`src/rtl/uart_prog_loader.sv`:
```
// Program loader: UART byte receiver plus opcode filter that fills program SPRAM.
// Opcodes are written sequentially, then the remainder is zero-filled.
module uart_prog_loader #(
   parameter int          CLK_HZ          = 12000000,
   parameter int          BAUD            = 115200,
   parameter int          PROG_ADDR_WIDTH = 14,
   parameter int          PROG_LEN        = 16383,
   parameter logic [7:0]  END_CHAR        = 8'h21
) (
   input  logic                       clk,
   input  logic                       resetn,
   input  logic                       uart_rx,
   input  logic                       load_req,
   output logic                       prog_we,
   output logic [PROG_ADDR_WIDTH-1:0] prog_addr,
   output logic [7:0]                 prog_wr,
   output logic                       loaded,
   output logic                       busy,
   output logic [PROG_ADDR_WIDTH-1:0] inst_count,
   output logic                       overflow,
   output logic                       frame_err
);

   localparam int DIV = CLK_HZ / BAUD;
   localparam int CW  = $clog2(DIV);
   localparam logic [CW-1:0] C_HALF = CW'(DIV / 2 - 1);
   localparam logic [CW-1:0] C_FULL = CW'(DIV - 1);
   localparam logic [PROG_ADDR_WIDTH-1:0] A_LEN  = PROG_ADDR_WIDTH'(PROG_LEN);
   localparam logic [PROG_ADDR_WIDTH-1:0] A_LAST = PROG_ADDR_WIDTH'(PROG_LEN - 1);

   typedef enum logic [1:0] {RX_IDLE, RX_START, RX_DATA, RX_STOP} rx_state_t;
   typedef enum logic [2:0] {S_IDLE, S_RECV, S_WRITE, S_FILL, S_DONE} state_t;

   logic r_rx_s1, r_rx_s2, r_rx_d;

   rx_state_t r_rx_state, w_rx_state_nxt;
   logic [CW-1:0] r_rx_cnt, w_rx_cnt_nxt;
   logic [2:0]    r_rx_bit, w_rx_bit_nxt;
   logic [7:0]    r_rx_sh,  w_rx_sh_nxt;
   logic          w_rx_valid, w_rx_ferr;

   state_t r_state, w_state_nxt;
   logic [PROG_ADDR_WIDTH-1:0] r_addr, w_addr_nxt;
   logic [PROG_ADDR_WIDTH-1:0] r_count, w_count_nxt;
   logic [7:0] r_wr, w_wr_nxt;
   logic r_loaded, w_loaded_nxt;
   logic r_busy, w_busy_nxt;
   logic r_ovf, w_ovf_nxt;
   logic r_ferr, w_ferr_nxt;
   logic w_is_op;

   // r_rx_d trails the synchronizer by one cycle for start-edge detection
   always_ff @(posedge clk or negedge resetn) begin
      if (!resetn) begin
         r_rx_s1 <= 1'b1;
         r_rx_s2 <= 1'b1;
         r_rx_d  <= 1'b1;
      end else begin
         r_rx_s1 <= uart_rx;
         r_rx_s2 <= r_rx_s1;
         r_rx_d  <= r_rx_s2;
      end
   end

   always_ff @(posedge clk or negedge resetn) begin
      if (!resetn) begin
         r_rx_state <= RX_IDLE;
         r_rx_cnt   <= '0;
         r_rx_bit   <= '0;
         r_rx_sh    <= '0;
      end else begin
         r_rx_state <= w_rx_state_nxt;
         r_rx_cnt   <= w_rx_cnt_nxt;
         r_rx_bit   <= w_rx_bit_nxt;
         r_rx_sh    <= w_rx_sh_nxt;
      end
   end

   always_comb begin
      w_rx_state_nxt = r_rx_state;
      w_rx_cnt_nxt   = r_rx_cnt + 1'b1;
      w_rx_bit_nxt   = r_rx_bit;
      w_rx_sh_nxt    = r_rx_sh;
      w_rx_valid     = 1'b0;
      w_rx_ferr      = 1'b0;
      unique case (r_rx_state)
         RX_IDLE: begin
            w_rx_cnt_nxt = '0;
            if (r_rx_d && !r_rx_s2) w_rx_state_nxt = RX_START;
         end
         RX_START: begin
            if (r_rx_cnt == C_HALF) begin
               w_rx_cnt_nxt   = '0;
               w_rx_bit_nxt   = '0;
               w_rx_state_nxt = r_rx_s2 ? RX_IDLE : RX_DATA;
            end
         end
         RX_DATA: begin
            if (r_rx_cnt == C_FULL) begin
               w_rx_cnt_nxt = '0;
               w_rx_sh_nxt  = {r_rx_s2, r_rx_sh[7:1]};
               w_rx_bit_nxt = r_rx_bit + 3'd1;
               if (r_rx_bit == 3'd7) w_rx_state_nxt = RX_STOP;
            end
         end
         RX_STOP: begin
            if (r_rx_cnt == C_FULL) begin
               w_rx_cnt_nxt   = '0;
               w_rx_state_nxt = RX_IDLE;
               w_rx_valid     = r_rx_s2;
               w_rx_ferr      = !r_rx_s2;
            end
         end
         default: w_rx_state_nxt = RX_IDLE;
      endcase
   end

   always_comb begin
      w_is_op = r_rx_sh inside {8'h3E, 8'h3C, 8'h2B, 8'h2D,
                                8'h2E, 8'h2C, 8'h5B, 8'h5D};
   end

   always_ff @(posedge clk or negedge resetn) begin
      if (!resetn) begin
         r_state  <= S_IDLE;
         r_addr   <= '0;
         r_count  <= '0;
         r_wr     <= '0;
         r_loaded <= 1'b0;
         r_busy   <= 1'b0;
         r_ovf    <= 1'b0;
         r_ferr   <= 1'b0;
      end else begin
         r_state  <= w_state_nxt;
         r_addr   <= w_addr_nxt;
         r_count  <= w_count_nxt;
         r_wr     <= w_wr_nxt;
         r_loaded <= w_loaded_nxt;
         r_busy   <= w_busy_nxt;
         r_ovf    <= w_ovf_nxt;
         r_ferr   <= w_ferr_nxt;
      end
   end

   // load_req wins over everything; a write already on the bus this cycle still lands
   always_comb begin
      w_state_nxt  = r_state;
      w_addr_nxt   = r_addr;
      w_count_nxt  = r_count;
      w_wr_nxt     = r_wr;
      w_loaded_nxt = r_loaded;
      w_busy_nxt   = r_busy;
      w_ovf_nxt    = r_ovf;
      if (load_req) begin
         w_state_nxt  = S_RECV;
         w_addr_nxt   = '0;
         w_count_nxt  = '0;
         w_loaded_nxt = 1'b0;
         w_busy_nxt   = 1'b1;
         w_ovf_nxt    = 1'b0;
      end else begin
         unique case (r_state)
            S_IDLE, S_DONE: ;
            S_RECV: begin
               if (w_rx_valid) begin
                  if (r_rx_sh == END_CHAR) begin
                     if (r_count < A_LEN) begin
                        w_state_nxt = S_FILL;
                        w_wr_nxt    = 8'h00;
                     end else begin
                        w_state_nxt  = S_DONE;
                        w_loaded_nxt = 1'b1;
                        w_busy_nxt   = 1'b0;
                        w_addr_nxt   = '0;
                     end
                  end else if (w_is_op) begin
                     if (r_count < A_LEN) begin
                        w_wr_nxt    = r_rx_sh;
                        w_state_nxt = S_WRITE;
                     end else begin
                        w_ovf_nxt = 1'b1;
                     end
                  end
               end
            end
            S_WRITE: begin
               w_state_nxt = S_RECV;
               w_count_nxt = r_count + 1'b1;
               if (r_addr < A_LAST) w_addr_nxt = r_addr + 1'b1;
            end
            S_FILL: begin
               if (r_addr == A_LAST) begin
                  w_state_nxt  = S_DONE;
                  w_loaded_nxt = 1'b1;
                  w_busy_nxt   = 1'b0;
                  w_addr_nxt   = '0;
               end else begin
                  w_addr_nxt = r_addr + 1'b1;
               end
            end
            default: w_state_nxt = S_IDLE;
         endcase
      end
      w_ferr_nxt = (load_req ? 1'b0 : r_ferr) | w_rx_ferr;
   end

   assign prog_we    = (r_state == S_WRITE) || (r_state == S_FILL);
   assign prog_addr  = r_addr;
   assign prog_wr    = r_wr;
   assign loaded     = r_loaded;
   assign busy       = r_busy;
   assign inst_count = r_count;
   assign overflow   = r_ovf;
   assign frame_err  = r_ferr;

endmodule
```
`config.mk`:
```
export PLATFORM = sky130hd
export DESIGN_NAME = uart_prog_loader
export DESIGN_NICKNAME = d
export VERILOG_FILES = /design/src/rtl/uart_prog_loader.sv
export SDC_FILE = /design/constraint.sdc
export NUM_CORES = 1
export LEC_CHECK = 0
export ABC_AREA = 0
export BUFFER_PORTS_ARGS = -buffer_cell sky130_fd_sc_hd__buf_4
export CAP_MARGIN = 25
export CORE_UTILIZATION = 35
export DETAILED_ROUTE_END_ITERATION = 10
export GPL_TIMING_DRIVEN = 0
export PLACE_DENSITY_LB_ADDON = 0.15
export SLEW_MARGIN = 40
export SYNTH_ARGS = -nofsm -noshare
export SYNTH_HDL_FRONTEND = slang
export SYNTH_SLANG_ARGS = --single-unit
```
`constraint.sdc`:
```
create_clock -name clk -period 3.2 [get_ports clk]
set_input_delay 0.32 -clock clk [delete_from_list [all_inputs] [get_ports clk]]
set_output_delay 0.32 -clock clk [all_outputs]
set_load 0.01 [all_outputs]
```
* Word-level counts from Yosys, hierarchy flattened
Cells that the tools add are included.
** Word-level totals
- Flip-flop bits (word level) :: 66
- Input bits :: 4
- Output and inout bits :: 41
- Word-level logic and storage cells :: 138
** Cells by class
- Add/sub/neg operators :: 4
- Order comparisons :: 2
- Eq/ne operators :: 35
- Muxes and demuxes :: 56
- Bitwise operators :: 2
- Reductions and logical operators :: 24
** Operators with widths (number)
- $mux W14 :: 8
- $eq A8 B6 Y1 const B :: 7
- $pmux W14 S3 :: 1
- $mux W8 :: 4
- $reduce_and A5 Y1 :: 6
- $add A14 B1 Y14 const B :: 2
- $lt A14 B14 Y1 const B :: 2
- $mux W3 :: 9
- $pmux W7 S3 :: 1
- $mux W1 :: 20
- $eq A8 B7 Y1 const B :: 2
- $ne A2 B2 Y1 const B :: 8
- $ne A3 B3 Y1 const B :: 5
- $eq A14 B14 Y1 const B :: 1
- $mux W7 :: 2
- $mux W2 :: 6
- $pmux W3 S4 :: 1
- $reduce_bool A2 Y1 :: 6
- $ne A4 B4 Y1 const B :: 2
- $pmux W2 S4 :: 1
- $reduce_bool A8 Y1 :: 1
- $add A7 B1 Y7 const B :: 1
- $eq A7 B6 Y1 const B :: 1
- $eq A7 B7 Y1 const B :: 1
- other kinds (20) :: 25

* Depth between registers and ports, before layout
Gate-level depths: netlist of the first run.
- Depth in word-level cells :: 7
- Mapped depth :: 7
- Gate-level depth less buffers :: 7

* Worst setup path before layout of the first run
OpenSTA, ideal clock, no wires.
- Kind :: reg2reg
- From :: register r_count[4], in the netlist inst_count[4]
- To :: register r_addr[11], in the netlist prog_addr[11]
- Library setup time :: 0.118 ns
- Arrival time :: 1.869 ns
- Required time :: 3.082 ns
- Setup slack :: 1.213 ns
- Cell stages (with the launch flop) :: 7
- Path buffers :: 1
- Clock period less this slack :: 1.987 ns
- Cell sequence :: dfrtp_1 > nand4_4 > nor4_4 > a31oi_4 > buf_6 > a211o_1 > a21o_1
** Between the ends
- Longest elaborated chain between the ends :: 3
** RTL lines
- start: declaration :: line 44 : logic [PROG_ADDR_WIDTH-1:0] r_count, w_count_nxt;
- start signal: assignment :: line 136 : r_count <= w_count_nxt;
- $lt A14 B14 Y1 :: line 167 : if (r_count < A_LEN) begin
- $ne A3 B3 Y1 (no line)
- $reduce_and A5 Y1 (no line)
- end signal: assignment :: line 135 : r_addr <= w_addr_nxt;
- end: declaration :: line 43 : logic [PROG_ADDR_WIDTH-1:0] r_addr, w_addr_nxt;
Every way passes these cells.
A chain may end at the register's enable or synchronous reset.

* Final worst setup path of the first run
- From :: register r_addr[2], in the netlist prog_addr[2]
- To :: register r_addr[4], in the netlist prog_addr[4]
** Between the ends
- Longest elaborated chain between the ends :: 4
- Elaborated cells between the ends (all ways) :: 9
- Classes of those cells :: add/sub: 1; order compare: 1; eq/ne: 2; mux: 4; reduce/logical: 1
** RTL lines
- $add A14 B1 Y14 / $eq A14 B14 Y1 (equally long branches) :: line 189, 198, 192
- $mux W14, on equally long branches :: line 192, 189
- $pmux W14 S3 :: line 162 : unique case (r_state)
- $mux W14 :: line 154 : if (load_req) begin
Parallel ways exist; a longest one is shown, timed or not. The select of a mux whose other input is x is not followed.

==> results of run 1 <==
[power groups by stage]
stage	clock network, mW	logic, mW	registers [mW]
2_1_floorplan	0	0.524	0.975
3_3_place_gp	0	0.707	0.975
3_5_place_dp	0	0.713	0.977
4_1_cts	0.826	0.716	0.960
5_1_grt	0.862	0.800	0.971
6_report	0.803	0.711	0.960
[Yosys cell counts, drive strengths merged (2+ instances only)]
master	instances
nor4	5
mux2i	2
xnor2	6
and2	3
buf	4
nand4b	2
a31oi	6
or3	3
nor3	9
clkbuf	7
dfrtp	63
dfstp	3
nand2b	7
o2111ai	2
inv	18
mux2	16
nand4	10
o2bb2ai	3
nor3b	2
a211oi	7
a32o	3
o21ai	5
a211o	6
or4	2
a22o	3
nand3	19
a21oi	7
ha	6
a21o	3
o22ai	7
nor2	36
nand2	25
and4	3
xor2	11
nor4bb	2
nor2b	8
nor4b	3
or2	3
and3	5
[worst reg2reg max path, delay by kind of cell, from the launching register on]
family	cells	cell delay [ns]
buf+inv	1	0.32
compound gates	3	0.74
flops	1	0.45
simple gates	2	0.77
[state kept, by name (all words and copies together), names as in the netlist, 3 cells and up, named ones only]
signal	cells
prog_wr	8
r_rx_sh	8
inst_count	14
r_rx_bit	3
r_rx_cnt	7
prog_addr	14
r_state	3
[cells by family (layout without fill, tap and decap cells)]
family          after synthesis  after routing  synth area share, %
simple gates                148            148                 23.3
flops                        66             66                 46.7
compound gates               60             60                 13.5
buf+inv                      30             91                 4.62
mux                          18             18                 5.64
xor+xnor                     17             17                 4.20
fa+ha+maj                     6              6                 2.12
[final cells by class]
cell class              instances  share of cell area, %
clock buffers                  10                   3.21
well taps                     133                   3.88
inverters                      18                   1.58
repair buffers                 45                   8.03
clock inverters                 6                   2.10
multi-input cells             249                   40.3
flip-flops and latches         66                   38.6
plain buffers                  12                   2.25
[per-layer routing]
layer	up-vias	part of all wire (%)	global-route usage [%]
met4	0	1.7	5.71
met3	10	3.5	3.53
met2	49	45	23.9
met1	1312	50	22.1
li1	1377	-	-
met5	-	0	0
[worst paths after layout]
check                                   from      endpoint  slack (ns)  depth (start not counted)
worst max-delay path            prog_addr[2]  prog_addr[4]        0.81                          6
worst min-delay path                 uart_rx       r_rx_s1        0.08                          1
worst max register to register  prog_addr[2]  prog_addr[4]        0.81                          6
worst min register to register       r_rx_s1       r_rx_s2        0.37                          0
max in group asynchronous             resetn     async pin        2.24                          2
min in group asynchronous             resetn    prog_wr[2]        0.54                          2
[what timing repair did]
item | CTS | global route
resized for setup | 0 | 0
hold endpoints to repair | 45 | 0
hold buffers | 1 | 0
==> summary by stage, run 1 <==
Status
The flow ran to the end, and the final reports show no timing, DRC or antenna violations.

Place
Summing all placed instances gives a cell area of 0.00405 mm². Detailed placement ended at an HPWL of 5230 µm. At the placement stage, the worst setup path has a slack of 0.819 ns.

In this run the tool buffered the top-level ports with 44 buffer cells. Once placement completed, the tool counted placed cells totaling 522. The weighted congestion reported at the end of routability-driven placement is 0.795.

Detailed routing
Using the TritonRoute via totals, the vias-per-cell ratio works out to 5.10. The number of iterations in the first detailed-routing pass is 4. The antenna violation net count after detailed routing is 0. The DRC violations left is 0. The violation count after the first detailed-route iteration is 57. The via total after detailed routing is 2748. The detailed-route wire length per cell is 14.0 µm. The routed design has 7540 µm of wire.

Timing
The post-route worst hold slack is 0.0818 ns. The final critical-path share of the clock period is 74.7%. The number of pins with negative max-slew slack in the final report is 0. The final count of hold timing violations was 0. The maximum frequency from static timing analysis is 0.418 GHz. The clock arrives with 0.0124 ns of skew. Summed over all failing endpoints, the final setup total negative slack is 0 ns. For the finished layout, the period the worst path requires is 2.39 ns. Setup violations remaining at the end of the flow were counted as 0. The max-slew headroom at the worst pin is 55.3%. The least setup slack across all paths after layout is 0.808 ns. The transition time at the pin with the least slew margin is 0.671 ns. Setup repair after global routing left no endpoint under its margin.

Finish
Of the cells placed in the final design, the portion with a size suffix greater than 1 is 25.9%. The layout net count is 411. The total non-filler cell area in the finished layout is 0.00429 mm². The relative area change from synthesis to final layout is 20.8%. 0 antenna diodes ended up in the layout. Cells fill 43.7% of the core in the end.

The filler-free cell count of the finished design is 539. The filler cells instantiated in the layout total 991. The most common library cell in the layout ignoring fill and taps is dfrtp_1. The multi-input combinational cells in the finished layout cover a total of 0.00173 mm².

The flip-flop and latch area is 0.00166 mm². The top cell types in the final layout, fill and taps aside, are 63 x dfrtp_1, 43 x buf_4, 36 x nor2_1.

Critical path
On the critical path the largest part of the delay comes from simple AND/OR/NAND/NOR gates. The class of the most critical setup path is reg -> reg. The slowest stage of the critical path belongs to the cell nor4_1. The critical path goes through nand3_1 -> nor4_1 -> a311oi_2 -> clkbuf_1 -> a211oi_1 -> o22ai_1.

Data on the critical path is required at its endpoint by 3.42 ns. The largest single stage delay on the critical path is 0.58 ns. The highest net fanout along the worst path is 10. The worst setup path is launched from a register. STA classifies the critical path endpoint as a register. Counting both buffers and inverters, the worst setup path holds a total of 1.

The critical path arrival is 2.62 ns.

Pwr
IR analysis of the VDD net gives a maximum drop of 0.211 mV. Dividing total power by cell area gives a power density of 577 mW/mm². In this run the static leakage power is 1.94 nW.

The proportion of power drawn by flip-flops and latches is 38.8%. Power comes to 2.47 mW. Internal power comes to 1.68 mW. The net load switching power is 792 µW. The share of total power dissipated in the clock network is 32.5%.

Net switching is 32.0% of the power. The fraction of power consumed by combinational cells is 28.7%.

GRT
The total congestion overflow after global routing is 0. The number of global-route vias before repair is 2542. The largest net degree at the start of global routing is 67. The number of antenna violations at the first check in global routing is 0.

The first global-routing pass estimated 12800 µm of wire. Global routing used 15.8% of the available tracks.

Logic synthesis
After synthesis, flip-flops and latches occupy 46.7% of the total area. In this run, synthesis inferred 0 flip-flops with an integrated enable. The mean post-synth cell area is 10.3 µm².

The count of mapped cells out of synthesis is 345. The summed instance area of the synthesized netlist is 0.00355 mm². Counting every net in the synthesized netlist gives 355.

The most frequently used flop master after synthesis is dfrtp_1. dfrtp_1 takes more of the synthesized area than any other cell. By area the synthesized netlist is led by dfrtp_1 44%, mux2_2 4.8%, nor2_1 3.8%, xor2_1 2.7%, nand3_1 2.7%. The flip-flop and latch count after synthesis is 66. In this run the biggest area consumer among cell types represents 44.4% of the synthesized area. The number of synthesis warnings is 0.

The netlist uses 62 different library cells. The post-synthesis async set-or-reset flop share is 100%.

Worst hold path
The min-delay analysis places its worst path in the category in -> reg.

Clocking
The number of buffers created by CTS is 9. After clock tree synthesis, the clock-pin slew on the worst setup and hold paths is 0.08 ns. The clock root buffer is clkbuf_8. The clock latency of the later-clocked register in the worst-skew pair is 0.34 ns. The deepest clock path buffer count is 2.

Clock tree synthesis found a total of 66 sinks. The CTS tree is done. Buffers added to address setup during post-CTS repair amount to 0. The H-tree generated during clock tree synthesis spans 3 levels.

Die
The floorplan step defined a core boundary enclosing 0.00982 mm². The number of core rows is 36. The initial utilization of the core area, before any placement, comes to 36.1%. The die area is 0.0105 mm². The horizontal die dimension is 103 µm. The die is 103 µm tall. The number of ports placed on the die boundary is 45.

Flow run
Max-cap violations in this run came to 0.
No activity file was read; power rests on OpenSTA's default activity.
==> inputs of run 2 (changes only) <==
clock period = 2.4 ns   (was 3.2 ns; I/O delays follow)
==> run 2 against run 1 <==
Core utilization is 0.43 points higher. Combinational power is 35% higher. Sequential share of layout area is 0.38 points lower. Power is 34% higher. Non-clock buffer count is 1 higher. Sequential power is 33% higher. Clock-buffer cell count stayed put. Largest cell class unchanged. Largest power group unchanged.
==> summary by stage, run 2 (synthesis gave the netlist of run 1 again) <==
Critical path
In this design, the stage delay of the slowest critical-path cell is 0.45 ns. Setup slack on the worst reg-to-reg path comes out at 0.13 ns. Among all stages on the critical path, the largest delay is contributed by dfrtp_1. Traced cell by cell, the critical path runs through inv_1 -> ha_1 -> nand4_1 -> or4_1 -> a21oi_1 -> o221a_2 -> mux2_1.

Broken down by cell family, the worst path's largest delay share belongs to simple AND/OR/NAND/NOR gates. The highest net fanout along the worst path is 7. The endpoint required time on the critical path is 2.62 ns.

The worst setup path is captured at a register. The number of buffers and inverters on the critical path is 1. The class of the most critical setup path is reg -> reg. The critical path startpoint category is a register.

The critical path arrival is 2.49 ns.

Die
The number of ports placed on the die boundary is 45. The die covers 0.0105 mm². Measured along the y axis, the die boundary spans 103 µm.

For this configuration, the core starts out at a cell density of 36.1%. Measured along the x axis, the die boundary spans 103 µm. The number of core rows is 36. The placeable core region is 0.00982 mm².

Timing
In this run the tightest slew margin relative to its limit is 59.6%. For the pin with the worst max-slew slack, the measured transition is 0.606 ns. Static timing analysis puts the maximum clock frequency at 0.441 GHz.

The total negative slack for setup checks is 0 ns. Across all hold checks on the routed design, the worst slack comes to 0.278 ns. The clock arrives with 0.0121 ns of skew. Setup repair after global routing left no endpoint under its margin. The final count of hold timing violations is 0. In the finished design, the share of the clock period the worst path needs comes to 94.4%. The final count of negative-setup-slack endpoints is 0. The time the worst path needs with I/O delays and setup is 2.27 ns. The number of pins with negative max-slew slack in the final report was 0.

GRT
After global routing the overflow that remains totals 0. Entering global routing, the biggest net connects 67 pins. The all-layer global routing usage is 15.8%.

The first global-routing pass estimated 12800 µm of wire. The number of antenna violations at the first check in global routing was 0. The number of global-route vias before repair was 2542.

Detailed routing
After detailed routing, the number of vias per cell comes to 5.09. In the final routed layout, each cell accounts on average for 14.0 µm. The detailed router finished its first iteration with 72 violations. The total wire length is 7540 µm.

The first detailed-routing pass ran for 4 iterations. Once detail routing completed, the nets flagged for antenna violations numbered 0. Across all layers, the routed design uses 2748 vias. After detailed routing, the number of remaining DRC violations is 0.

Place
The count of input and output buffers is 44. The standard cell area after detailed placement is 0.00405 mm². Routability-driven placement finished with a final weighted congestion of 0.795. Detailed placement ended at an HPWL of 5230 µm.

Finish
The post-route core utilization is 44.1%. The total non-filler cell area in the finished layout is 0.00433 mm². Leaving out fill and tap cells, the most frequent cells in the layout are 63 x dfrtp_1, 43 x buf_4, 36 x nor2_1.

The library cell used most frequently in the layout, excluding fill and tap cells, is dfrtp_1. The proportion of layout cells with a drive suffix above 1 is 26.0%. The area growth from synthesis to layout is 22.0%.

The repair_antennas step left the layout with diodes totalling 0. The layout net count is 412.

Pwr
In this run the static leakage power is 1.96 nW. The overall power after layout is 3.31 mW. The power density over the cells is 764 mW/mm².

The peak ir drop on the vdd network is 0.282 mV.

Clocking
Clock-pin slew was measured on the worst setup and hold paths at 0.08 ns. The clock root buffer is clkbuf_8. The CTS tree is done. The CTS sink count is 66. The deepest clock path buffer count is 2.

Clock latency on the worst-skew pair, taken at its later pin, is 0.34 ns. The number of clock buffers added by TritonCTS is 9. The CTS H-tree depth is 3.

Status
The run finished with clean final reports.

Worst hold path
The worst hold path belongs to the class in -> reg.

Flow run
The total of max-cap violations is 0.
==> run 2: what timing repair did <==
item | 4_1_cts | 5_1_grt
endpoints found under the hold margin | 64 | 0
endpoints found under the setup margin | 0 | 16
hold buffers | 2 | 0
buffers inserted | 0 | 0
gates resized for setup | 0 | 4
==> run 2: per-layer routing <==
| metal | share of wire, % | GRT usage (%) |
|---|---|---|
| met2 | 46 | 23.9 |
| met5 | 0 | 0 |
| met1 | 49 | 22.1 |
| met3 | 3.2 | 3.53 |
| met4 | 1.3 | 5.71 |
==> run 2: final cells by class <==
type	count	area [µm²]
buffer	12	96.3
clock buffer	10	138
clock inverter	6	90.1
fill	986	5490
inverter	18	67.6
multi-input combinational	249	1760
sequential	66	1660
tap	133	166
timing repair buffer	46	354
==> run 2: stage by stage <==
step / instances / setup WS, ns
after floorplan: 345 / 0.413
after global placement: 522 / 0.0809
after detailed placement: 522 / 0.0192
after CTS: 540 / 0.00973
after global routing: 540 / 0.0141
final: 540 / 0.134
==> run 2: worst min-delay path, stage by stage <==
cell     delay [ns]
buf_4          0.14
inv_1          0.11
a31oi_1        0.09
==> run 2: path summary, 6_finish.rpt <==
kind                            cells after the start          from    endpoint
worst max register to register                      7  prog_addr[0]  r_state[2]
min in group asynchronous                           2        resetn  prog_wr[2]
worst min-delay path                                3      load_req  r_state[0]
max in group asynchronous                           2        resetn   async pin
worst min register to register                      0       r_rx_s1     r_rx_s2
worst max-delay path                                7  prog_addr[0]  r_state[2]
==> run 2: power by group <==
group | internal, mW | total, mW | switching [mW]
Sequential | 1.21 | 1.28 | 0.0743
Combinational | 0.427 | 0.959 | 0.532
Clock | 0.615 | 1.07 | 0.452
Total | 2.25 | 3.31 | 1.06
==> inputs of run 3 (changes only) <==
ABC_AREA = 1   (was 0)
==> run 3 against run 2 <==
Sequential cell count unchanged. Final area up 3.8%. Fmax up 29%. Largest cell class unchanged.
==> summary by stage, run 3 <==
Clocking
The number of cells upsized or downsized after cts is 0. The deepest clock path buffer count is 2. The clock latency of the later-clocked register in the worst-skew pair is 0.35 ns.

The CTS H-tree depth is 3. The tree is rooted in a clkbuf_8. In this run, CTS created clock tree buffers numbering 9. The clock transition at the register clock pins on the worst setup and hold paths after CTS is 0.08 ns. Counting every sink on the clock net gives 66. The CTS tree is done.

Pwr
The peak ir drop on the vdd network is 0.347 mV. The net load switching power is 1.07 mW. The internal portion of the total power is 2.32 mW.

The overall power after layout is 3.39 mW. Of the total power, the share spent switching nets is 31.6%. Power spread over the standard cell area amounts to 754 mW/mm². Sequential cells burn 38.0% of the power. For this design the static power due to leakage is 2.17 nW. Of the total power, combinational logic draws 24.2%. Of the total power, the clock network draws 37.8%.

Die
The vertical extent of the die is 105 µm. The number of core rows is 37. The initial standard-cell utilization of the core is 36.0%. The number of ports placed on the die boundary is 45. The die area is 0.0110 mm². The total area inside the core boundary comes to 0.0103 mm². The horizontal die dimension is 105 µm.

Timing
The number of pins with negative max-slew slack in the final report is 0. The maximum clock skew at final layout is 0.0111 ns. The max-slew headroom at the worst pin is 59.7%. Subtracting the final worst setup slack from the clock period gives 1.76 ns. For the final routed database, the setup TNS stands at 0 ns. The worst path uses 73.1% of the clock period. Static timing analysis puts the maximum clock frequency at 0.570 GHz.

The least setup slack across all paths after layout is 0.645 ns. The final count of hold timing violations is 0. At the pin with the least slew margin, the transition time is 0.604 ns. Setup repair after global routing left no endpoint under its margin. The final count of negative-setup-slack endpoints is 0.

Finish
The repair_antennas step left the layout with diodes totalling 0. The filler-free cell count of the finished design is 695. For this run, the post-layout net count is 564.

The most common library cell in the layout ignoring fill and taps is nand2_1. Compared with the post-synthesis result, the final layout area differs by 21.6%. The top cell types in the final layout, fill and taps aside, are 162 x nand2_1, 76 x nor2_1, 63 x dfrtp_1. The total non-filler cell area in the finished layout is 0.00450 mm². The proportion of layout cells with a drive suffix above 1 is 18.6%. The fill cell total of the finished layout is 1059.

Logic synthesis
The count of mapped cells out of synthesis is 497. Of all flip-flops after synthesis, the portion carrying an async set or reset was 100%. The synthesized net count is 507. The mean post-synth cell area is 7.44 µm². The flip-flop and latch count after synthesis is 66. The cell taking the most area after synthesis is dfrtp_1.

The most common cell in the netlist is nand2_1. After synthesis, the netlist uses 32 different library cells. The most frequently used flop master after synthesis is dfrtp_1.

The proportion of synthesized chip area in sequential cells is 44.8%. Of the post-synthesis cell area, the part taken by muxes is 0%. The number of synthesis warnings is 0. In this run, synthesis inferred 0 flip-flops with an integrated enable.

The post-synthesis compound-gate area fraction is 7.65%. Summing the areas of all and, or, nand and nor instances in the mapped netlist gives 35.1% of the synthesized area. The proportion of netlist area held by the largest area contributor is 42.7%. The parity-gate share of the synthesized area counting xor and xnor cells is 3.08%. After synthesis, the largest family of logic cells by area is simple AND/OR/NAND/NOR gates. The commonest cells after synthesis are 162 x nand2_1, 76 x nor2_1, 63 x dfrtp_1, 51 x inv_1. The fraction of the mapped netlist area in adder cells is 2.03%. Ranked by total cell area, the synthesized netlist is headed by dfrtp_1 43%, nand2_1 16%, nor2_1 7.7%, inv_1 5.2%, nand3_1 3.2%. The synthesized netlist occupies a cell area of 0.00370 mm².

Detailed routing
The antenna violation net count after detailed routing is 0. The violation count after the first detailed-route iteration is 89. The per-cell via count in the routed design is 4.61.

The number of iterations in the first detailed-routing pass is 4. The detailed-route wire length per cell is 11.6 µm. The DRC violations left is 0. The via total after detailed routing is 3202.

The total wire length is 8100 µm.

Status
The run finished with clean final reports.

Critical path
At the worst endpoint, the arrival time is 2.00 ns. The kind of end point of the critical path is a register. Along the worst path, the maximum fanout reaches 10. STA puts the critical path data required time at 2.64 ns. The class of the most critical setup path is reg -> reg. The worst setup path is launched from a register.

Place
The worst slack at placement is 0.634 ns. Counting tap cells, the placed design contains a total of 677 instances. At the end of routability-driven placement, the weighted congestion stood at 0.853. The count of input and output buffers is 44.

The half-perimeter wire length of the detailed placement result is 5930 µm. In this run the cell area measured after placement is 0.00420 mm².

GRT
For this run, the total global-route usage over all layers was measured as 15.9%. The number of antenna violations at the first check in global routing is 0. The first global-routing pass estimated 14000 µm of wire.

The number of global-route vias before repair is 3000. The largest net degree at the start of global routing is 67. The total congestion overflow after global routing is 0.

Flow run
The tool flagged a number of max-cap violations equal to 0.

Worst hold path
The kind of path behind the tightest hold check is in -> reg.
run 3: cell types whose count changed in the layout (fill, tap and decap cells not counted), moves of 6 or more:
cell / before / now
nor2_2: 0 / 6
a21oi_1: 7 / 14
nand2_2: 0 / 8
o21ai_2: 0 / 7
mux2_2: 15 / 0
nor2_1: 36 / 76
o22ai_1: 7 / 0
inv_1: 18 / 51
nand2_1: 25 / 162
o21ai_0: 5 / 24
nor2b_1: 8 / 0
nand2b_1: 6 / 0
a211oi_1: 7 / 0
run 3: path summary, 6_finish.rpt:
path | start | end | slack [ns] | cells after the start
setup / recovery | inst_count[0] | prog_wr[4] | 0.64 | 10
hold / removal | load_req | overflow | 0.08 | 2
setup reg to reg | inst_count[0] | prog_wr[4] | 0.64 | 10
hold reg to reg | r_rx_s1 | r_rx_s2 | 0.36 | 0
max in group asynchronous | resetn | prog_wr[0] | 1.53 | 2
min in group asynchronous | resetn | inst_count[7] | 0.45 | 2
run 3: timing repair:
| action | CTS | global route |
|---|---|---|
| setup buffers | 0 | 0 |
| endpoints found under the hold margin | 64 | 0 |
| hold buffers | 2 | 0 |
run 3: power by group through the flow:
stage	combinational, mW	clock (mW)	sequential [mW]
floorplan	0.585	0	1.31
global placement	0.821	0	1.31
detailed placement	0.834	0	1.31
CTS	0.839	1.33	1.29
global route	0.933	1.37	1.30
finish	0.820	1.28	1.29
run 3: cell families (layout without fill, tap and decap cells):
family	after synthesis	in the layout
AOI/OAI and AO/OA	49	49
DFF	66	66
xor gates and xnor gates	13	13
adders and majority gates	6	6
buffers and inverters	63	125
and+or+nand+nor	300	300
run 3: cell type report:
class | instances | area [µm²] | share of cell area, %
well taps | 136 | 170 | 3.79
plain buffers | 7 | 61.3 | 1.36
flip-flops and latches | 66 | 1660 | 36.8
clock buffers | 10 | 138 | 3.06
inverters | 56 | 210 | 4.68
repair buffers | 46 | 354 | 7.88
multi-input cells | 368 | 1770 | 39.4
clock inverters | 6 | 138 | 3.06
run 3: metal layers:
metal | GRT usage, % | wire (µm)
met1 | 20.2 | 3860
met2 | 26.7 | 3890
met3 | 3.31 | 238
met4 | 5.73 | 108
met5 | 0 | 0
run 3: through the flow:
step | hold slack (ns) | utilization [%]
2_1_floorplan | -0.0556 | -
3_3_place_gp | 0.346 | 40.8
3_5_place_dp | 0.288 | 40.9
4_1_cts | 0.0687 | 43.7
5_1_grt | 0.0728 | 43.7
6_report | 0.0786 | 43.7
run 3: critical path, stage by stage, from the launching register on:
cell	delay, ns
dfrtp_1	0.44
ha_1	0.25
nand3_1	0.09
nor2_1	0.04
nand3_1	0.15
nand2_2	0.11
nor2_1	0.16
nand2_2	0.12
buf_6	0.17
nand2_1	0.07
o21ai_2	0.05
